[src/rtl/projector_pipe.sv]
// projector_pipe: sequential perspective projector.
// Accepts one signed vertex per valid/ready handshake, divides x*FOCAL and
// y*FOCAL by (z+Z_OFFSET) with two iterative restoring dividers, adds the
// screen centre and clamps to the screen.
// Optional feature macro: PROJ_NEAR_CULL_EN (near-plane vertices bypass the
// dividers and are flagged on out_clip).
module projector_pipe #(
    parameter int COORD_W      = 10,
    parameter int SCR_W        = 10,
    parameter int DIV_W        = 24,
    parameter int FOCAL_LENGTH = 800,
    parameter int Z_OFFSET     = 400,
    parameter int SCREEN_W     = 640,
    parameter int SCREEN_H     = 480
) (
    input  logic                      clk,
    input  logic                      rst,
    input  logic                      in_valid,
    output logic                      in_ready,
    input  logic signed [COORD_W-1:0] in_x,
    input  logic signed [COORD_W-1:0] in_y,
    input  logic signed [COORD_W-1:0] in_z,
    output logic                      out_valid,
    input  logic                      out_ready,
    output logic        [SCR_W-1:0]   out_x,
    output logic        [SCR_W-1:0]   out_y,
    output logic signed [COORD_W-1:0] out_z,
    output logic                      out_clip
);

    localparam int NUM_W      = DIV_W + 1;
    localparam int EXT_W      = DIV_W + 2;
    localparam int CNT_W      = $clog2(DIV_W + 1);
    localparam int FOCAL_MAG  = (FOCAL_LENGTH < 0) ? -FOCAL_LENGTH : FOCAL_LENGTH;
    localparam int FOCAL_BITS = $clog2(FOCAL_MAG + 1);

    localparam logic signed [NUM_W-1:0] FOCAL_S = NUM_W'(FOCAL_LENGTH);
    localparam logic signed [EXT_W-1:0] ZOFF_S  = EXT_W'(Z_OFFSET);
    localparam logic signed [EXT_W-1:0] HALF_X  = EXT_W'(SCREEN_W / 2);
    localparam logic signed [EXT_W-1:0] HALF_Y  = EXT_W'(SCREEN_H / 2);
    localparam logic signed [EXT_W-1:0] MAX_X   = EXT_W'(SCREEN_W - 1);
    localparam logic signed [EXT_W-1:0] MAX_Y   = EXT_W'(SCREEN_H - 1);
    localparam logic [CNT_W-1:0]        CNT_LAST = CNT_W'(DIV_W - 1);

    // Numerator magnitudes must fit the divider width.
    if (DIV_W < COORD_W + FOCAL_BITS) begin : g_div_w_check
        $error("projector_pipe: DIV_W too small for COORD_W and FOCAL_LENGTH");
    end

    typedef enum logic [1:0] {
        S_IDLE,
        S_LOAD,
        S_DIV,
        S_DONE
    } state_t;

    state_t r_state;
    state_t w_next;

    logic signed [COORD_W-1:0] r_x, r_y, r_z;
    logic        [DIV_W-1:0]   r_dvs;
    logic        [DIV_W-1:0]   r_rem_x, r_rem_y;
    logic        [DIV_W-1:0]   r_q_x, r_q_y;
    logic                      r_neg_x, r_neg_y;
    logic        [CNT_W-1:0]   r_cnt;
    logic                      r_out_valid;
    logic        [SCR_W-1:0]   r_out_x, r_out_y;
    logic signed [COORD_W-1:0] r_out_z;

    logic signed [NUM_W-1:0] w_x_ext, w_y_ext, w_num_x, w_num_y;
    logic signed [EXT_W-1:0] w_z_ext, w_z_dist;
    logic                    w_near;
    logic        [DIV_W-1:0] w_mag_x, w_mag_y, w_dvs_load;
    logic        [DIV_W:0]   w_sh_x, w_sh_y, w_tr_x, w_tr_y;
    logic signed [EXT_W-1:0] w_qe_x, w_qe_y, w_sum_x, w_sum_y;
    logic        [SCR_W-1:0] w_res_x, w_res_y;

    // LOAD-stage arithmetic: sign extension, z distance and numerators.
    assign w_x_ext  = {{(NUM_W-COORD_W){r_x[COORD_W-1]}}, r_x};
    assign w_y_ext  = {{(NUM_W-COORD_W){r_y[COORD_W-1]}}, r_y};
    assign w_z_ext  = {{(EXT_W-COORD_W){r_z[COORD_W-1]}}, r_z};
    assign w_z_dist = w_z_ext + ZOFF_S;
    assign w_near   = w_z_dist[EXT_W-1] || (w_z_dist == '0);
    assign w_num_x  = w_x_ext * FOCAL_S;
    assign w_num_y  = w_y_ext * FOCAL_S;
    assign w_mag_x  = w_num_x[NUM_W-1] ? (~w_num_x[DIV_W-1:0] + 1'b1) : w_num_x[DIV_W-1:0];
    assign w_mag_y  = w_num_y[NUM_W-1] ? (~w_num_y[DIV_W-1:0] + 1'b1) : w_num_y[DIV_W-1:0];
    // A non-positive distance divides by 1 so the uncull path saturates via the clamp.
    assign w_dvs_load = w_near ? DIV_W'(1) : w_z_dist[DIV_W-1:0];

    // Restoring divider step; remainder stays below the divisor so the
    // trial difference MSB is a clean borrow flag.
    assign w_sh_x = {r_rem_x, r_q_x[DIV_W-1]};
    assign w_sh_y = {r_rem_y, r_q_y[DIV_W-1]};
    assign w_tr_x = w_sh_x - {1'b0, r_dvs};
    assign w_tr_y = w_sh_y - {1'b0, r_dvs};

    // Result stage: signed quotient, centre offset, clamp.
    assign w_qe_x  = {2'b00, r_q_x};
    assign w_qe_y  = {2'b00, r_q_y};
    assign w_sum_x = (r_neg_x ? -w_qe_x : w_qe_x) + HALF_X;
    assign w_sum_y = (r_neg_y ? -w_qe_y : w_qe_y) + HALF_Y;

    // Clamp both coordinates into the visible screen.
    always_comb begin
        w_res_x = w_sum_x[SCR_W-1:0];
        w_res_y = w_sum_y[SCR_W-1:0];
        if (w_sum_x[EXT_W-1]) begin
            w_res_x = '0;
        end else if (w_sum_x > MAX_X) begin
            w_res_x = MAX_X[SCR_W-1:0];
        end
        if (w_sum_y[EXT_W-1]) begin
            w_res_y = '0;
        end else if (w_sum_y > MAX_Y) begin
            w_res_y = MAX_Y[SCR_W-1:0];
        end
    end

    // FSM state register.
    always_ff @(posedge clk or posedge rst) begin
        if (rst) begin
            r_state <= S_IDLE;
        end else begin
            r_state <= w_next;
        end
    end

    // FSM next-state logic.
    always_comb begin
        w_next = r_state;
        case (r_state)
            S_IDLE: if (in_valid) w_next = S_LOAD;
`ifdef PROJ_NEAR_CULL_EN
            S_LOAD: w_next = w_near ? S_DONE : S_DIV;
`else
            S_LOAD: w_next = S_DIV;
`endif
            S_DIV:  if (r_cnt == CNT_LAST) w_next = S_DONE;
            S_DONE: if (r_out_valid && out_ready) w_next = S_IDLE;
            default: w_next = S_IDLE;
        endcase
    end

    assign in_ready = (r_state == S_IDLE);

    // Vertex capture and divider datapath.
    always_ff @(posedge clk or posedge rst) begin
        if (rst) begin
            r_x     <= '0;
            r_y     <= '0;
            r_z     <= '0;
            r_dvs   <= '0;
            r_rem_x <= '0;
            r_rem_y <= '0;
            r_q_x   <= '0;
            r_q_y   <= '0;
            r_neg_x <= 1'b0;
            r_neg_y <= 1'b0;
            r_cnt   <= '0;
        end else begin
            case (r_state)
                S_IDLE: begin
                    if (in_valid) begin
                        r_x <= in_x;
                        r_y <= in_y;
                        r_z <= in_z;
                    end
                end
                S_LOAD: begin
                    r_dvs   <= w_dvs_load;
                    r_q_x   <= w_mag_x;
                    r_q_y   <= w_mag_y;
                    r_neg_x <= w_num_x[NUM_W-1];
                    r_neg_y <= w_num_y[NUM_W-1];
                    r_rem_x <= '0;
                    r_rem_y <= '0;
                    r_cnt   <= '0;
                end
                S_DIV: begin
                    r_rem_x <= w_tr_x[DIV_W] ? w_sh_x[DIV_W-1:0] : w_tr_x[DIV_W-1:0];
                    r_rem_y <= w_tr_y[DIV_W] ? w_sh_y[DIV_W-1:0] : w_tr_y[DIV_W-1:0];
                    r_q_x   <= {r_q_x[DIV_W-2:0], ~w_tr_x[DIV_W]};
                    r_q_y   <= {r_q_y[DIV_W-2:0], ~w_tr_y[DIV_W]};
                    r_cnt   <= (r_cnt == CNT_LAST) ? '0 : r_cnt + 1'b1;
                end
                default: ;
            endcase
        end
    end

`ifdef PROJ_NEAR_CULL_EN
    logic r_clip;
    logic r_out_clip;

    // Near-plane flag latched in LOAD, published with the result.
    always_ff @(posedge clk or posedge rst) begin
        if (rst) begin
            r_clip     <= 1'b0;
            r_out_clip <= 1'b0;
        end else begin
            if (r_state == S_LOAD) r_clip <= w_near;
            if (r_state == S_DONE && !r_out_valid) r_out_clip <= r_clip;
        end
    end
    assign out_clip = r_out_clip;
`else
    logic r_clip;
    assign r_clip   = 1'b0;
    assign out_clip = 1'b0;
`endif

    // Output registers: the first DONE cycle loads the result, then it is
    // held until the downstream handshake.
    always_ff @(posedge clk or posedge rst) begin
        if (rst) begin
            r_out_valid <= 1'b0;
            r_out_x     <= '0;
            r_out_y     <= '0;
            r_out_z     <= '0;
        end else if (r_state == S_DONE) begin
            if (!r_out_valid) begin
                r_out_valid <= 1'b1;
                r_out_z     <= r_z;
                r_out_x     <= r_clip ? '0 : w_res_x;
                r_out_y     <= r_clip ? '0 : w_res_y;
            end else if (out_ready) begin
                r_out_valid <= 1'b0;
            end
        end
    end

    assign out_valid = r_out_valid;
    assign out_x     = r_out_x;
    assign out_y     = r_out_y;
    assign out_z     = r_out_z;

endmodule
[config.mk]
export PLATFORM = sky130hd
export DESIGN_NAME = projector_pipe
export DESIGN_NICKNAME = d
export VERILOG_FILES = /design/src/rtl/projector_pipe.sv
export SDC_FILE = /design/constraint.sdc
export NUM_CORES = 1
export LEC_CHECK = 0
export ABC_CLOCK_PERIOD_IN_PS = 7250
export CORE_MARGIN = 3
export CORE_UTILIZATION = 50
export CTS_BUF_LIST = sky130_fd_sc_hd__clkbuf_8 sky130_fd_sc_hd__clkbuf_16
export CTS_CLUSTER_DIAMETER = 120
export DETAILED_ROUTE_END_ITERATION = 6
export PLACE_DENSITY = 0.7
export SETUP_SLACK_MARGIN = 0.15
export SLEW_MARGIN = 20
export SYNTH_ARGS = -nofsm -noshare
export SYNTH_HDL_FRONTEND = slang
export SYNTH_SLANG_ARGS = --single-unit
[constraint.sdc]
create_clock -name clk -period 7.25 [get_ports clk]
set_clock_uncertainty 0.1 [all_clocks]
set_input_delay 2.175 -clock clk [delete_from_list [all_inputs] [get_ports clk]]
set_output_delay 2.175 -clock clk [all_outputs]
set_load 0.01 [all_outputs]
== After elaboration in Yosys (flattened, before gate mapping) ==
Index checks and enable logic that the tools add are counted.

* Add/subtract/negate cells: 10
* Multiply operators: 2
* $lt $le $gt $ge: 2
* Equality and inequality tests: 7
* Mux-type cells: 23
* Bitwise operators: 5
* Reduce and logical (&&, ||, !) cells: 8

{| class="wikitable"
|+ Operator list
! kind !! number
|-
| 24-bit one-hot mux with 2 select lines || 4
|-
| 24-bit 2-to-1 mux || 5
|-
| 26-bit 2-to-1 mux || 2
|-
| 24-bit negator with 26-bit output || 2
|-
| 25-bit by 24-bit subtractor with 25-bit output || 2
|-
| 24-bit by 1-bit adder with 24-bit output (second input constant) || 2
|-
| 24-bit inverter || 2
|-
| 10-bit 2-to-1 mux || 4
|-
| 10-bit by 6-bit multiplier with 16-bit output (second input constant) || 2
|-
| 26-bit by 10-bit adder with 26-bit output (second input constant) || 1
|-
| 26-bit by 9-bit adder with 26-bit output (second input constant) || 1
|-
| 26-bit by 10-bit greater-than comparator with 1-bit output (second input constant) || 1
|-
| 26-bit by 11-bit greater-than comparator with 1-bit output (second input constant) || 1
|-
| 26-bit logical NOT || 1
|-
| 10-bit by 10-bit adder with 11-bit output (second input constant) || 1
|-
| 5-bit one-hot mux with 2 select lines || 1
|-
| 2-bit one-hot mux with 4 select lines || 1
|-
| 2-bit 2-to-1 mux || 3
|-
| 2-bit inequality test (second input constant) || 3
|-
| 5-bit by 1-bit adder with 5-bit output (second input constant) || 1
|-
| 5-bit equality test (second input constant) || 1
|-
| 5-bit 2-to-1 mux || 1
|-
| 2-bit equality test (second input constant) || 2
|-
| 2-bit AND reduction || 2
|-
| other kinds (8) || 11
|}

* Flip-flop bits (word level): 190
* Input bits: 34
* Output and inout port bits: 33
* Logic and storage cells: 73

== Longest topological paths before layout ==
Gate-level depths: netlist (run 1).

* Word-level depth: 6
* Depth in mapped cells: 20
* Gate-level depth less buffers: 19

== Worst setup path after synthesis (run 1) ==
OpenSTA, ideal clock, no wires.

* Path type: flip-flop to flip-flop
* Start point: register r_y[1]
* End point: register r_q_y[14]
* Setup time: 0.122 ns
* Data arrival time: 3.961 ns
* Data required time: 7.028 ns
* Setup slack: 3.068 ns
* Cell stages (with the launch flop): 20
* Clock period less this slack: 4.182 ns
* Path through: dfrtp_1 > inv_1 > ha_1 > inv_1 > fa_1 > inv_1 > ha_1 > ha_1 > inv_1 > fa_1 > nor2b_1 > o21ai_0 > a21boi_0 > o21ai_0 > a21o_1 > a211oi_1 > nor2_1 > xor2_1 > nor2_1 > o2bb2ai_1

* Word-level cells in the longest chain between the ends: 5

{| class="wikitable"
|+ Ends and longest elaborated chain
! what !! RTL line !! RTL
|-
| start: declaration || 60 || <nowiki>logic signed [COORD_W-1:0] r_x, r_y, r_z;</nowiki>
|-
| start signal: assignment || 166 || <nowiki>r_y <= in_y;</nowiki>
|-
| 10-bit by 6-bit multiplier with 16-bit output (*) || 85 || <nowiki>assign w_num_y = w_y_ext * FOCAL_S;</nowiki>
|-
| 24-bit inverter || 87 || <nowiki>assign w_mag_y = w_num_y[NUM_W-1] ? (~w_num_y[DIV_W-1:0] + 1'b1) : w_num_y[DIV_W-1:0];</nowiki>
|-
| 24-bit by 1-bit adder with 24-bit output || 87 ||
|-
| 24-bit 2-to-1 mux (*) || 87 ||
|-
| 24-bit one-hot mux with 2 select lines (*) || 162 || <nowiki>case (r_state)</nowiki>
|-
| end signal: assignment || 173 || <nowiki>r_q_y <= w_mag_y;</nowiki>
|-
| end signal: assignment || 184 || <nowiki>r_q_y <= {r_q_y[DIV_W-2:0], ~w_tr_y[DIV_W]};</nowiki>
|-
| end: declaration || 63 || <nowiki>logic [DIV_W-1:0] r_q_x, r_q_y;</nowiki>
|}

Mark *: on every way between the ends. The rest lies on a longest branch, timed or not.
A chain may end at the register's enable or synchronous reset.

== Final worst setup path (run 1) ==
* Start point: register r_y[2]
* End point: register r_q_y[11]

The elaborated chain is that of the path after synthesis.

==> key figures, run 1 <==
Run status
  • Outcome: finished clean

GRT
  • GRT Util Overall: 22.1%
  • First-pass GRT wire length: 61.0 mm
  • Pin count of the biggest net entering global routing: 100
  • Most used routing layer: met2
  • Vias in the first global route: 12400
  • Overflow after GRT: 0
  • M3 GR Usage: 3.01%
  • Initial antenna violation count: 0
  • Met2 GRT Util: 38.3%
  • Grt met1 use: 29.4%

Final layout
  • Filler instances: 2636
  • ANT cells: 0
  • FF/Latch Area: 0.00443 sq mm
  • Fraction of layout cells with a size suffix above 1: 7.95%
  • Syn-to-layout area delta: 10.2%
  • Footprint of the multi-input gates: 0.00976 sq mm
  • Fin nets: 1891

Drt
  • DR WL/cell: 16.9 um
  • Initial drt markers: 762
  • DR vias: 12600
  • Vias per cell: 5.97
  • DRT Wirelength: 35.6 mm
  • Post-route ant nets: 0
  • Residual DRC: 0
  • DRT Pass-1 Iters: 5

Clocking
  • Clock sink count: 177
  • Clock tree buffer depth: 2
  • H-tree depth: 4
  • Clock latency on the worst-skew pair: 0.45 ns
  • Clock Tree Root: clkbuf_16
  • Number of CTS-inserted buffers: 17
  • Clk slew on worst S/H paths: 0.08 ns
  • CTS tree: done
  • Post-CTS setup repair buffer count: 0
  • # hold bufs at CTS: 0
  • Post-CTS sizing: 0

Worst setup path
  • R2r endpoint: r_q_y[11]$_DFFE_PP0P_
  • Worst Reg-to-Reg Cells: 18
  • WP buf/inv: 4
  • Reg2reg setup slack: 2.43 ns
  • Crit-path cells: inv_1 > ha_1 > inv_1 > fa_1 > inv_1 > ha_1 > ha_1 > inv_1 > fa_1 > nor2b_1 > o21ai_0 > a21boi_0 > o21ai_0 > a21o_1 > a211oi_1 > o21ai_0 > nand3_1 > a31oi_1
  • Worst endpoint required time: 7.43 ns
  • Crit path max fanout: 10
  • CP peak stage delay: 0.87 ns
  • Cell repeated most along the worst path: inv_1
  • Worst EP arrival: 5.00 ns
  • Startpoint types: flip-flop
  • Element type at the critical path end: flip-flop
  • Critical Path Slowest Stage Cell: a211oi_1
  • R2r startpoint: r_y[2]$_DFFE_PP0P_
  • CP Class: flip-flop to flip-flop
  • Top delay family on crit path: compound AO/OA/AOI/OAI gates

STA
  • Max Freq: 0.207 GHz
  • Final Hold Fails: 0
  • RSZ-0062 raised after global routing: false
  • Fin. max-slew vios: 0
  • Final setup fails: 0
  • Crit share post-route: 66.5%
  • Measured slew at the worst slew-check pin: 1.08 ns
  • TNS Setup: 0 ns
  • Minimum clock period: 4.82 ns
  • Slew HR: 27.5%

Floorplanning
  • Starting Density: 51.6%
  • Die area: 0.0322 sq mm
  • Core Rows: 62
  • Die Wd: 179 um
  • Die Height: 179 um
  • Core area: 0.0292 sq mm
  • IO Pins: 67

Hold path
  • Hold path startpoint: out_z[3]$_DFFE_PP0P_
  • Hold crit path type: flip-flop to flip-flop
  • Worst Hold Depth: 2
  • Worst Hold End: out_z[3]$_DFFE_PP0P_

Synthesis
  • Seq cells post-synth: 177
  • Yosys top cell area share: 29.4%
  • Synth cell types: 90
  • Seq/Total Area, Yosys: 29.4%
  • Warnings, synthesis: 0
  • Top cells by area, synth: dfrtp_1, ha_1, xnor2_1
  • Net count after synthesis: 1882
  • Post-synth top area cell: dfrtp_1
  • Most instantiated cells after synthesis: dfrtp_1, nand2_1, inv_1
  • Most frequent cell after synthesis: dfrtp_1
  • Syn Inst Count: 1701
  • EDFF count, synth: 0
  • Synth Flop Type: dfrtp_1
  • Syn_area_per_cell: 8.85 sq um
  • Synth Cell Area: 0.0151 sq mm
  • Async set or reset register ratio after synthesis: 100%

Placed design
  • Placer Congestion: 0.893
  • Hpwl dp: 25.4 mm
  • Port bufs: 65

Flow run
  • Max-cap violations: 0
sequential cells by signal (all words and copies together) (netlist names), 11 cells and up:
| name | flops |
|---|---|
| r_q_x | 24 |
| r_q_y | 24 |
| r_rem_x | 24 |
| r_rem_y | 24 |
| r_dvs | 11 |
final cells by class:
type	count	share of cell area, %
clock buffers	17	2.57
clock inverters	15	1.10
inverters	135	3.09
well taps	384	2.90
multi-input cells	1298	58.9
flip-flops and latches	177	26.7
repair buffers	81	4.77
metrics by stage:
stage          area, sq um  std cells  hold WS, ns  utilization (%)  setup WS (ns)
6_report             16600       2107        0.380             56.8           2.43
5_1_grt              16600       2107        0.407             56.8           1.98
4_1_cts              16600       2106        0.390             56.7           2.46
3_5_place_dp         15900       2074        0.370             54.7           2.47
3_3_place_gp         15900       2074        0.363             54.7           2.62
2_1_floorplan        15100       1701        0.375                -          0.173
worst register-to-register path, cell delays in order (launching register included):
cell	delay, ns
dfrtp_1	0.42
inv_1	0.11
ha_1	0.28
inv_1	0.05
fa_1	0.49
inv_1	0.04
ha_1	0.27
ha_1	0.17
inv_1	0.05
fa_1	0.39
nor2b_1	0.12
o21ai_0	0.10
a21boi_0	0.30
o21ai_0	0.19
a21o_1	0.23
a211oi_1	0.87
o21ai_0	0.23
nand3_1	0.13
a31oi_1	0.11
cell usage in the layout, fill, tap and decap left out, types with 7 or more instances in the layout:
cell type / n
o21bai_1: 7
fa_1: 18
nor3b_1: 7
and3_1: 16
or3_1: 19
inv_6: 7
a211oi_1: 9
mux2i_1: 57
or2_2: 12
a21o_1: 23
dfrtp_1: 177
o22ai_1: 21
nand2b_1: 17
xor2_1: 48
o41ai_1: 10
xnor2_1: 80
o21ai_0: 95
o31ai_1: 18
o21a_1: 15
nor2b_1: 15
nand2_1: 142
nor3_1: 49
clkdlybuf4s50_1: 65
o2bb2ai_1: 47
a21oi_1: 82
nor2_1: 86
o211ai_1: 8
o31a_1: 8
buf_4: 15
clkbuf_16: 17
a22o_1: 16
or4_1: 8
mux2_2: 44
nor4_1: 13
nand3_1: 42
nand4_1: 12
ha_1: 128
inv_1: 133
a31oi_1: 9
cells by family after synthesis:
logic type,share of synthesized area (%)
other cells,0.0249
compound gates,20.6
flops,29.4
fa+ha+maj,13.1
buf+inv,5.89
mux,7.08
simple gates,15.9
xor+xnor,7.94
worst max path at each step:
stage	from	endpoint	slack, ns	cells past startpoint
3_5_place_dp	r_x[1]$_DFFE_PP0P_	r_q_x[10]$_DFFE_PP0P_	2.47	19
3_3_place_gp	r_y[2]$_DFFE_PP0P_	r_q_y[14]$_DFFE_PP0P_	2.62	19
2_1_floorplan	rst	out_valid$_DFFE_PP0N_	0.17	1
6_report	r_y[2]$_DFFE_PP0P_	r_q_y[11]$_DFFE_PP0P_	2.43	18
5_1_grt	r_y[2]$_DFFE_PP0P_	r_q_y[11]$_DFFE_PP0P_	1.98	18
4_1_cts	r_x[1]$_DFFE_PP0P_	r_q_x[9]$_DFFE_PP0P_	2.46	19
per-layer routing:
layer	wire length (um)	part of all wire, %	vias to the layer above
met3	1190	3.3	31
met5	0	0	-
met1	16500	46	6139
met2	17500	49	253
li1	-	-	6152
met4	403	1.1	0
Power of run 1 is not shown: default switching activity piles up to over one toggle a cycle in this logic, so the estimate is an artifact.
==> inputs of run 2 (changes only) <==
- ABC_CLOCK_PERIOD_IN_PS: 7250 -> 4000
- clock period: 7.25 -> 4 ns (I/O delays scaled with it)
==> run 2 against run 1 <==
  * The run now ends with setup timing left
  * Non-clock buffer count grew 114
  * Critical path depth grew 1
  * Setup slack worse by 2.5 ns
  * Sequential share of layout area down 2.9 points
  * Fmax up 18%
  * Via count grew 5.9%
  * Wire length is 14% higher
  * Register-to-register slack lost 2.5 ns
  * Utilization increased by 6.9 points
  * Design area is 12% higher
  * Critical endpoint unchanged
==> key figures, run 2 (synthesized netlist as in run 1, its figures left out) <==
Worst setup path
  • Worst EP arrival: 4.35 ns (was 5.00 ns)
  • Worst endpoint required time: 4.26 ns (was 7.43 ns)
  • R2r startpoint: r_y[1]$_DFFE_PP0P_ (was r_y[2]$_DFFE_PP0P_)
  • Crit path max fanout: 5 (was 10)
  • Reg2reg setup slack: -0.09 ns (was 2.43 ns)
  • Worst Reg-to-Reg Cells: 19 (was 18)
  • R2r endpoint: r_q_y[11]$_DFFE_PP0P_ (unchanged)
  • CP Class: flip-flop to flip-flop (unchanged)
  • Startpoint types: flip-flop (unchanged)
  • Element type at the critical path end: flip-flop (unchanged)

STA
  • Crit share post-route: 102% (was 66.5%)
  • Minimum clock period: 4.09 ns (was 4.82 ns)
  • Fin. max-slew vios: 0 (unchanged)
  • RSZ-0062 raised after global routing: true (was false)
  • Slew HR: 41.5% (was 27.5%)
  • Final setup fails: 10 (was 0)
  • Final Hold Fails: 0 (unchanged)
  • Measured slew at the worst slew-check pin: 0.878 ns (was 1.08 ns)
  • Worst Hold Slack: 0.383 ns (was 0.380 ns)
  • PnR worst setup slack: -0.0928 ns (was 2.43 ns)
  • Max Freq: 0.244 GHz (was 0.207 GHz)

Floorplanning
  • Starting Density: 51.6% (unchanged)
  • Core Rows: 62 (unchanged)
  • Core area: 0.0292 sq mm (unchanged)
  • Die Height: 179 um (unchanged)
  • IO Pins: 67 (unchanged)
  • Die Wd: 179 um (unchanged)
  • Die area: 0.0322 sq mm (unchanged)

GRT
  • Overflow after GRT: 0 (unchanged)
  • GRT Util Overall: 23.1% (was 22.1%)
  • Initial antenna violation count: 0 (unchanged)
  • Vias in the first global route: 12800 (was 12400)
  • First-pass GRT wire length: 63.6 mm (was 61.0 mm)
  • Pin count of the biggest net entering global routing: 77 (was 100)

Drt
  • DR vias: 13300 (was 12600)
  • DRT Pass-1 Iters: 6 (was 5)
  • Initial drt markers: 964 (was 762)
  • Residual DRC: 0 (unchanged)
  • DRT Wirelength: 40.7 mm (was 35.6 mm)
  • Post-route ant nets: 0 (unchanged)
  • DR WL/cell: 18.3 um (was 16.9 um)
  • Vias per cell: 5.99 (was 5.97)

Placed design
  • Hpwl dp: 26.7 mm (was 25.4 mm)
  • Placer Congestion: 0.889 (was 0.893)
  • Cells after DPL: 2140 (was 2074)
  • Port bufs: 65 (unchanged)

Final layout
  • Most frequent cells in the layout: dfrtp_1, nand2_1, inv_1 (unchanged)
  • Footprint of the multi-input gates: 0.0107 sq mm (was 0.00976 sq mm)
  • Filler instances: 2371 (was 2636)
  • Final Non-Filler Cells: 2224 (was 2107)
  • Fraction of layout cells with a size suffix above 1: 22.0% (was 7.95%)
  • FF/Latch Area: 0.00443 sq mm (about the same)
  • Fin nets: 2008 (was 1891)
  • Syn-to-layout area delta: 23.5% (was 10.2%)
  • Leading cell type in the layout, fill and taps excluded: dfrtp_1 (unchanged)
  • ANT cells: 0 (unchanged)

Clocking
  • Clock Tree Root: clkbuf_16 (unchanged)
  • Clock sink count: 177 (unchanged)
  • Number of CTS-inserted buffers: 17 (unchanged)
  • H-tree depth: 4 (unchanged)
  • Clk slew on worst S/H paths: 0.08 ns (about the same)
  • Clock tree buffer depth: 2 (unchanged)
  • Clock latency on the worst-skew pair: 0.44 ns (was 0.45 ns)
  • # hold bufs at CTS: 0 (unchanged)
  • CTS tree: done (unchanged)

Run status
  • Failing checks: setup timing
  • Outcome: finished with violations (was finished clean)

Hold path
  • Hold path startpoint: out_z[2]$_DFFE_PP0P_ (was out_z[3]$_DFFE_PP0P_)
  • Hold crit path type: flip-flop to flip-flop (unchanged)
  • Worst Hold End: out_z[2]$_DFFE_PP0P_ (was out_z[3]$_DFFE_PP0P_)
  • Worst Hold Depth: 2 (unchanged)

Flow run
  • Max-cap violations: 0 (unchanged)
run 2: worst max-delay path: stages, from the launching register on:
cell and delay [ns]:
dfrtp_1 0.42, inv_2 0.08, ha_4 0.27, inv_2 0.03, fa_1 0.49, inv_2 0.05, ha_4 0.27, ha_4 0.12
inv_2 0.04, fa_2 0.35, nor2b_1 0.14, o21ai_2 0.08, a21boi_2 0.18, o21ai_2 0.11, a21o_4 0.24, buf_6 0.12
a211oi_4 0.42, or3_1 0.21, nand3_1 0.10, a31oi_1 0.19
run 2: area by class of cell:
type                       count  area share (%)
clock buffer                  18            2.36
clock inverter                14           0.908
inverter                     135            2.77
multi-input combinational   1301            57.8
sequential                   177            23.8
tap                          384            2.58
timing repair buffer         195            9.75
run 2: how the worst max path moves through the flow:
stage,from,end,cells past startpoint
4_1_cts,r_x[2]$_DFFE_PP0P_,r_q_x[7]$_DFFE_PP0P_,19
6_report,r_y[1]$_DFFE_PP0P_,r_q_y[11]$_DFFE_PP0P_,19
3_5_place_dp,r_x[2]$_DFFE_PP0P_,r_q_x[20]$_DFFE_PP0P_,16
2_1_floorplan,r_dvs[22]$_DFFE_PP0N_,r_rem_y[11]$_DFFE_PP0P_,13
5_1_grt,r_x[2]$_DFFE_PP0P_,r_q_x[9]$_DFFE_PP0P_,20
3_3_place_gp,r_x[2]$_DFFE_PP0P_,r_q_x[6]$_DFFE_PP0P_,18
run 2: layer usage:
metal / wire, um / global-route usage, % / vias to the layer above / part of all wire [%]
li1: - / - / 6398 / -
met1: 18600 / 31.0 / 6579 / 46
met2: 20000 / 39.6 / 284 / 49
met3: 1310 / 2.87 / 60 / 3.2
met4: 835 / 6.56 / 0 / 2.0
met5: 0 / 0 / - / 0
run 2: per-stage QoR:
step                      setup TNS (ns)  setup slack (ns)  cell area (sq um)  utilization, %
after floorplan                        0            0.0620              15100               -
after global placement           -0.0361           -0.0232              16600            56.9
after detailed placement           -1.27            -0.187              16600            56.9
after CTS                         -0.259           -0.0668              17600            60.5
after global routing               -4.21            -0.252              18600            63.7
final                             -0.355           -0.0928              18600            63.7
run 2: repair_timing:
| action | 4_1_cts | 5_1_grt |
|---|---|---|
| pin swaps | 55 | 110 |
| cloned | 3 | 6 |
| setup endpoints to repair | 50 | 100 |
| gates resized for setup | 57 | 133 |
| buffers inserted | 16 | 27 |
Power of run 2 is left out for the same reason.
==> inputs of run 3 (changes only) <==
- ABC_CLOCK_PERIOD_IN_PS: 4000 -> 3800
- CORE_MARGIN: 3 -> 10
- PLACE_DENSITY: 0.7 -> 0.68
- clock period: 4 -> 3.8 ns (I/O delays scaled with it)
==> run 3 against run 2 <==
  * Non-clock buffer count increased by 81
  * Via count increased by 1.6%
  * Design area increased by 4.4%
  * Count of clock-buffer cells in the layout unchanged
  * The flow still finishes with violations (setup timing)
  * Setup slack got worse by 0.13 ns
  * First-iteration DRC count decreased by 20%
  * Highest routed layer unchanged
  * Critical endpoint is now r_q_x[11]$_DFFE_PP0P_
  * Largest cell class unchanged
==> key figures, run 3 (synthesized netlist as in run 1, its figures left out) <==
Run status
  • Outcome: finished with violations (unchanged)
  • Failing checks: setup timing (unchanged)

Drt
  • DR WL/cell: 17.5 um (was 18.3 um)
  • DRT Wirelength: 40.4 mm (was 40.7 mm)
  • Residual DRC: 0 (unchanged)
  • Post-route ant nets: 0 (unchanged)
  • DRT Pass-1 Iters: 5 (was 6)
  • Initial drt markers: 771 (was 964)
  • DR vias: 13500 (was 13300)
  • Vias per cell: 5.86 (was 5.99)

Clocking
  • H-tree depth: 4 (unchanged)
  • Clock latency on the worst-skew pair: 0.45 ns (was 0.44 ns)
  • Clock sink count: 177 (unchanged)
  • Clock Tree Root: clkbuf_16 (unchanged)
  • Clock tree buffer depth: 2 (unchanged)
  • # hold bufs at CTS: 0 (unchanged)
  • Number of CTS-inserted buffers: 17 (unchanged)
  • Clk slew on worst S/H paths: 0.08 ns (about the same)
  • CTS tree: done (unchanged)

Hold path
  • Worst Hold End: out_z[6]$_DFFE_PP0P_ (was out_z[2]$_DFFE_PP0P_)
  • Hold path startpoint: out_z[6]$_DFFE_PP0P_ (was out_z[2]$_DFFE_PP0P_)
  • Hold crit path type: flip-flop to flip-flop (unchanged)
  • Worst Hold Depth: 2 (unchanged)

Worst setup path
  • Crit path max fanout: 7 (was 5)
  • CP Class: flip-flop to flip-flop (unchanged)
  • Startpoint types: flip-flop (unchanged)
  • Reg2reg setup slack: -0.22 ns (was -0.09 ns)
  • Worst endpoint required time: 3.99 ns (was 4.26 ns)
  • Worst EP arrival: 4.22 ns (was 4.35 ns)
  • R2r startpoint: r_x[2]$_DFFE_PP0P_ (was r_y[1]$_DFFE_PP0P_)
  • Element type at the critical path end: flip-flop (unchanged)
  • Worst Reg-to-Reg Cells: 20 (was 19)
  • R2r endpoint: r_q_x[11]$_DFFE_PP0P_ (was r_q_y[11]$_DFFE_PP0P_)

Placed design
  • Dpl ws: -0.291 ns (was -0.187 ns)
  • Port bufs: 65 (unchanged)
  • Placer Congestion: 0.914 (was 0.889)
  • DP Area: 0.0173 sq mm (was 0.0166 sq mm)
  • Hpwl dp: 28.3 mm (was 26.7 mm)
  • Cells after DPL: 2217 (was 2140)

STA
  • Final Hold Fails: 0 (unchanged)
  • Slew HR: 45.1% (was 41.5%)
  • Final setup fails: 22 (was 10)
  • Max Freq: 0.249 GHz (was 0.244 GHz)
  • Fin. max-slew vios: 0 (unchanged)
  • Crit share post-route: 106% (was 102%)
  • TNS Setup: -2.77 ns (was -0.355 ns)
  • RSZ-0062 raised after global routing: true (unchanged)
  • Minimum clock period: 4.02 ns (was 4.09 ns)
  • PnR worst setup slack: -0.222 ns (was -0.0928 ns)
  • Measured slew at the worst slew-check pin: 0.823 ns (was 0.878 ns)

GRT
  • Pin count of the biggest net entering global routing: 69 (was 77)
  • GRT Util Overall: 20.4% (was 23.1%)
  • First-pass GRT wire length: 65.4 mm (was 63.6 mm)
  • Overflow after GRT: 0 (unchanged)
  • Vias in the first global route: 13400 (was 12800)
  • Initial antenna violation count: 0 (unchanged)

Final layout
  • Most frequent cells in the layout: buf_4, dfrtp_1, nand2_1 (was dfrtp_1, nand2_1, inv_1)
  • ANT cells: 0 (unchanged)
  • Leading cell type in the layout, fill and taps excluded: buf_4 (was dfrtp_1)
  • Final Non-Filler Cells: 2308 (was 2224)
  • Syn-to-layout area delta: 28.9% (was 23.5%)
  • Final instance area: 0.0194 sq mm (was 0.0186 sq mm)
  • Fin nets: 2086 (was 2008)
  • Fraction of layout cells with a size suffix above 1: 26.9% (was 22.0%)

Flow run
  • Max-cap violations: 0 (unchanged)

Floorplanning
  • Die Wd: 193 um (was 179 um)
  • Core Rows: 63 (was 62)
  • Core area: 0.0296 sq mm (was 0.0292 sq mm)
  • Starting Density: 50.8% (was 51.6%)
  • Die area: 0.0374 sq mm (was 0.0322 sq mm)
  • Die Height: 193 um (was 179 um)
  • IO Pins: 67 (unchanged)
## run 3: cell types whose count changed in the layout (fill, tap and decap cells not counted), sizes merged
cell / previous run / this run
bufinv: 1 / 0
clkbuf: 21 / 22
clkinv: 4 / 6
a211oi: 11 / 10
clkinvlp: 4 / 3
buf: 127 / 207
or4: 12 / 10
## run 3: final cells by class
cell class                      instances  area (sq um)
Timing Repair Buffer                  276          2530
Multi-Input combinational cell       1298         10900
Inverter                              135           514
Fill cell                            2417         10200
Clock inverter                         14           125
Sequential cell                       177          4430
Tap cell                              390           488
Clock buffer                           18           439
## run 3: worst max-delay path, stage by stage (launching register included)
cell	delay, ns
dfrtp_1	0.40
inv_2	0.07
ha_4	0.26
inv_2	0.03
fa_1	0.48
inv_1	0.05
ha_1	0.27
ha_2	0.17
inv_2	0.04
fa_2	0.36
nor2b_2	0.14
o21a_1	0.17
o21ai_2	0.08
a21oi_2	0.18
o21a_1	0.17
o211ai_1	0.09
buf_4	0.20
buf_6	0.14
or3_1	0.30
nand3_1	0.09
a31oi_1	0.08
## run 3: what timing repair did
action | in CTS | in global routing
buffers inserted | 20 | 32
cloned | 4 | 3
pin swaps | 78 | 87
gates resized for setup | 79 | 137
setup endpoints to repair | 79 | 100
## run 3: how the worst max path moves through the flow
stage,start,cells after the start,endpoint,slack [ns]
after CTS,r_x[2]$_DFFE_PP0P_,19,r_q_x[11]$_DFFE_PP0P_,-0.23
after detailed placement,r_x[2]$_DFFE_PP0P_,19,r_q_x[11]$_DFFE_PP0P_,-0.29
final,r_x[2]$_DFFE_PP0P_,20,r_q_x[11]$_DFFE_PP0P_,-0.22
after global placement,r_x[2]$_DFFE_PP0P_,19,r_q_x[11]$_DFFE_PP0P_,-0.18
after floorplan,r_y[1]$_DFFE_PP0P_,18,r_q_y[6]$_DFFE_PP0P_,-0.02
after global routing,r_x[2]$_DFFE_PP0P_,20,r_q_x[11]$_DFFE_PP0P_,-0.44
## run 3: per-stage QoR
stage	hold WS, ns	util, %
2_1_floorplan	0.375	-
3_3_place_gp	0.363	58.4
3_5_place_dp	0.362	58.4
4_1_cts	0.381	62.3
5_1_grt	0.423	65.5
6_report	0.380	65.5
## run 3: per-layer routing
| layer | part of all wire (%) | routed length (um) | global-route usage, % | up-vias |
|---|---|---|---|---|
| met5 | 0 | 0 | 0 | - |
| li1 | - | - | - | 6551 |
| met2 | 51 | 20700 | 36.2 | 269 |
| met4 | 2.4 | 975 | 6.61 | 0 |
| met3 | 2.8 | 1120 | 2.80 | 66 |
| met1 | 44 | 17600 | 24.8 | 6643 |
Power of run 3 is left out for the same reason.
